[src/rtl/pipe_ctrl.sv]
// pipe_ctrl: generic valid/payload pipeline with per-stage stall and flush,
// retire backpressure, single-step debug gating and cycle/retire counters.
module pipe_ctrl #(
    parameter int DATA_W = 32,
    parameter int STAGES = 5,
    parameter int CNT_W  = 32
) (
    input  logic                     i_clk,
    input  logic                     i_reset_n,
    input  logic                     i_in_valid,
    input  logic [DATA_W-1:0]        i_in_data,
    output logic                     o_in_ready,
    input  logic [STAGES-1:0]        i_stall_req,
    input  logic [STAGES-1:0]        i_flush_mask,
    output logic                     o_out_valid,
    output logic [DATA_W-1:0]        o_out_data,
    input  logic                     i_out_ready,
    input  logic                     i_step_mode,
    input  logic                     i_step,
    output logic [STAGES-1:0]        o_stage_valid,
    output logic [STAGES*DATA_W-1:0] o_stage_data,
    output logic [CNT_W-1:0]         o_cycle_cnt,
    output logic [CNT_W-1:0]         o_retire_cnt,
    output logic                     o_halted
);

    logic                           w_en;
    logic                           w_accept;
    logic                           w_retire;
    logic [STAGES:0]                w_rdy;
    logic [STAGES-1:0]              w_go;
    logic [STAGES-1:0]              w_go_up;
    logic [STAGES-1:0][DATA_W-1:0]  w_src;

    logic [STAGES-1:0]              r_valid;
    logic [STAGES-1:0][DATA_W-1:0]  r_data;
    logic [CNT_W-1:0]               r_cycle_cnt;
    logic [CNT_W-1:0]               r_retire_cnt;

    // Pipeline enable: in step mode only a step strobe lets anything move.
    assign w_en     = ~i_step_mode | i_step;
    assign o_halted = i_step_mode & ~i_step;

    // Readiness ripples from the writeback end back towards fetch.
    always_comb begin
        w_rdy         = '0;
        w_go          = '0;
        w_rdy[STAGES] = i_out_ready;
        for (int i = STAGES - 1; i >= 0; i--) begin
            w_go[i]  = r_valid[i] & ~i_stall_req[i] & w_rdy[i+1] & w_en;
            w_rdy[i] = ~r_valid[i] | w_go[i];
        end
    end

    assign o_in_ready = w_rdy[0] & w_en;
    assign w_accept   = i_in_valid & o_in_ready;

    // out_valid deliberately excludes out_ready so there is no comb loop
    // through the writeback handshake.
    assign o_out_valid = r_valid[STAGES-1] & ~i_stall_req[STAGES-1] & w_en;
    assign o_out_data  = r_data[STAGES-1];
    assign w_retire    = o_out_valid & i_out_ready;

    generate
        for (genvar gi = 0; gi < STAGES; gi++) begin : gen_stage
            if (gi == 0) begin : gen_src_in
                assign w_go_up[gi] = w_accept;
                assign w_src[gi]   = i_in_data;
            end else begin : gen_src_prev
                assign w_go_up[gi] = w_go[gi-1];
                assign w_src[gi]   = r_data[gi-1];
            end

            // Stage register: flush empties the slot (payload kept), an open
            // slot takes whatever moves in from upstream, otherwise hold.
            always_ff @(posedge i_clk) begin
                if (!i_reset_n) begin
                    r_valid[gi] <= 1'b0;
                    r_data[gi]  <= '0;
                end else if (i_flush_mask[gi]) begin
                    r_valid[gi] <= 1'b0;
                end else if (w_rdy[gi]) begin
                    r_valid[gi] <= w_go_up[gi];
                    if (w_go_up[gi]) begin
                        r_data[gi] <= w_src[gi];
                    end
                end
            end
        end
    endgenerate

    // Free-running counters of enabled cycles and retire handshakes.
    always_ff @(posedge i_clk) begin
        if (!i_reset_n) begin
            r_cycle_cnt  <= '0;
            r_retire_cnt <= '0;
        end else begin
            if (w_en) begin
                r_cycle_cnt <= r_cycle_cnt + CNT_W'(1);
            end
            if (w_retire) begin
                r_retire_cnt <= r_retire_cnt + CNT_W'(1);
            end
        end
    end

    assign o_stage_valid = r_valid;
    assign o_stage_data  = r_data;
    assign o_cycle_cnt   = r_cycle_cnt;
    assign o_retire_cnt  = r_retire_cnt;

endmodule

[config.mk]
export PLATFORM = sky130hd
export DESIGN_NAME = pipe_ctrl
export DESIGN_NICKNAME = d
export VERILOG_FILES = /design/src/rtl/pipe_ctrl.sv
export SDC_FILE = /design/constraint.sdc
export NUM_CORES = 1
export LEC_CHECK = 0
export CORE_UTILIZATION = 49
export CTS_CLUSTER_DIAMETER = 80
export DETAILED_ROUTE_END_ITERATION = 16
export PLACE_DENSITY = 0.85
export SKIP_LAST_GASP = 1
export SYNTH_ARGS = -nofsm -noshare
export SYNTH_HDL_FRONTEND = slang
export SYNTH_SLANG_ARGS = --single-unit
[constraint.sdc]
create_clock -name i_clk -period 5.49 [get_ports i_clk]
set_input_delay 0.549 -clock i_clk [delete_from_list [all_inputs] [get_ports i_clk]]
set_output_delay 0.549 -clock i_clk [all_outputs]
set_load 0.02 [all_outputs]
==> out/results.ini <==
[worst_setup_path]
r2r_slack_ns = 2.97
reg2reg_to = o_retire_cnt[31]
arrival_ns = 3.17
crit_path_end = o_in_ready
reg2reg_depth = 5
rr_startpoint = o_retire_cnt[7]
cp.required_ns = 4.94
worstSetupStartpoint = i_step
endpoint_kind = primary output
critical_path_class = input pin to primary output
start_kind = input pin
worstPathMaxFanout = 18

[timing]
worst_pin_slew_ns = 1.16
finalSetupViolCount = 0
setup_ws_ns = 1.77
fin_skew_ns = 0.0120
hold_violations = 0
fin_crit_ns = 3.72
slew_violations = 0
rsz0062_at_grt = false
post-route-period-util_pct = 67.7
slew_headroom_pct = 22.2
finalSetupTns_ns = 0
clock.fmax_mhz = 269

[routing]
viasPerCell = 5.41
vias = 8359
detail-route-antenna-nets = 0
drtPass1Iterations = 4
drt_iter0_markers = 443
routedWlPerCell_um = 17.2
drcViolationCount = 0
wirelength_um = 26500

[floorplanning]
initial_core_util_pct = 50.0
rows = 50
die-area_sq_um = 19600
core_area_sq_um = 18600
die_y_um = 140
io_pins = 312
die_x_um = 140

[yosys]
synth_compound_area_share_pct = 9.00
ys_types = 45
yosysTopAreaCellShare_pct = 49.2
avgSynthCellArea_sq_um = 8.86
synth_xor_area_share_pct = 3.86
synth_area_leaders = dfxtp_1, mux2i_1, nand2_1
synth_mux_area_share_pct = 10.4
yosys.cell_count.top_type = dfxtp_1
synthAdderAreaFrac_pct = 0.269
synth_edf_count = 0
synth_common_cells = dfxtp_1, nand2_1, mux2i_1, a21oi_1, nand3_1
mappedNetlistArea_sq_um = 9310
synth-seq-cells = 229
async_flop_share_pct = 0
synth_cells = 1051
synthesis.nets = 1101
yosys_warnings = 0
yosysTopAreaCell = dfxtp_1
ys.flop_type = dfxtp_1
seq_area_frac_synth_pct = 49.2
yosys.area_share.simple_pct = 20.8
synth_top_family_by_area = simple AND/OR/NAND/NOR gates

[power]
p_sw_uw = 754
power.internal_uw = 2750
pwr-share-comb_pct = 5.1
clockPowerShare_pct = 46.5
vdd_drop_max_mv = 0.179
swShare_pct = 21.5
power_frac_seq_pct = 48.4
leakage_uw = 0.00469
p_per_area_nw_per_um2 = 269

[grt]
grt_pass1_vias = 7773
grt_remaining_overflow = 0
grt_usage_pct = 26.2
grt_pass1_wl_um = 41400
grt_max_degree = 103
grt_antenna_before_repair = 1

[clock_network]
cts.sink_count = 229
clock_path_buffers = 3
cts_tree = yes
htreeDepth = 1
clock-root-buffer = clkbuf_16
postCtsSetupBuffers = 0
cts-resized-gates = 0
clk_transition_reported_paths_ns = 0.06
cts_hold_buf = 0
clk_latency_ns = 0.51
cts_buffers = 24

[place]
gp_congestion = 0.857
port_buffers = 311
place_worst_setup_slack_ns = 1.82
place_inst = 1502
dp_hpwl_um = 19000

[cells_and_area]
synthToLayoutAreaGrowth_pct = 39.7
drive_gt1_share_pct = 4.13
seq_area_sq_um = 4580
multi_input_area_sq_um = 4150
final_cells = 1544
fillCellCount = 1439
layout.nets = 1344

[min_path]
min_path_type = flip-flop to flip-flop
whs_path_depth = 2

[outcome]
status = finished, final reports clean

[flow_run]
drv_cap = 0

## routing by layer
layer  track usage, %  share of wire, %  up-vias
li1                 -                 -     4049
met1             34.0                44     3924
met2             41.7                46      307
met3             3.99               5.1       79
met4             14.9               5.6        0
met5                0                 0        -
## cell usage in the layout (no fill, tap or decap), types with 14 or more instances in the layout
master	count
xnor2_1	16
nand2_1	226
clkbuf_16	25
o21ai_0	47
mux2i_1	97
nor2_1	48
dfxtp_1	229
clkdlybuf4s50_1	310
nand3_1	54
xor2_1	25
nand4_1	18
or3_1	14
a21oi_1	86
## worst min-delay path by stage
stage	start	end	slack, ns
final	o_stage_data[126]	o_out_data[30]	0.46
after global routing	o_stage_data[96]	o_out_data[0]	0.49
after CTS	o_stage_data[126]	o_out_data[30]	0.46
after detailed placement	o_out_data[0]	o_out_data[0]	0.46
after global placement	o_stage_data[124]	o_out_data[28]	0.45
after floorplan	o_stage_data[96]	o_out_data[0]	0.54
## power by group through the flow
stage | clock network [uW] | logic, uW | registers, uW
after floorplan | 0 | 72.1 | 1750
after global placement | 0 | 176 | 1730
after detailed placement | 0 | 178 | 1730
after CTS | 1650 | 179 | 1690
after global routing | 1720 | 192 | 1700
final | 1630 | 179 | 1690
## stage by stage
| stage | power, uW | util (%) | hold WS (ns) | area, sq um |
|---|---|---|---|---|
| after floorplan | 1820 | - | 0.540 | 9310 |
| after global placement | 1910 | 65.5 | 0.453 | 12200 |
| after global routing | 3610 | 69.8 | 0.488 | 13000 |
| after detailed placement | 1910 | 65.5 | 0.460 | 12200 |
| final | 3500 | 69.8 | 0.464 | 13000 |
| after CTS | 3530 | 69.8 | 0.462 | 13000 |
## cell type report
class,instances,area share [%]
diodes,1,0.0192
clock buffers,37,5.54
clock inverters,4,0.558
inverters,8,0.269
multi-input cells,714,31.9
flip-flops and latches,229,35.2
well taps,234,2.25
repair buffers,317,24.2
## worst max-delay path: stages
cell and delay, ns:
clkdlybuf4s50_1 0.44, nand2b_1 0.32, inv_4 0.17, a2111oi_4 0.44, o21ai_0 0.20, o21ai_0 0.24
and2_1 0.19, clkdlybuf4s50_1 0.61
## flip-flops by register name, summed over array words and instances (netlist names)
signal	flops
o_retire_cnt	32
o_cycle_cnt	32
o_stage_data	128
o_out_data	32
o_stage_valid	5
## logic make-up (layout without fill, tap and decap cells)
logic type / after synthesis / in the layout
and+or+nand+nor: 422 / 422
DFF: 229 / 229
AOI/OAI and AO/OA: 152 / 152
buffers and inverters: 108 / 366
muxes: 97 / 97
xor gates and xnor gates: 41 / 41
adders and majority gates: 2 / 2
other: 0 / 1
(Power assumes the default switching activity.)
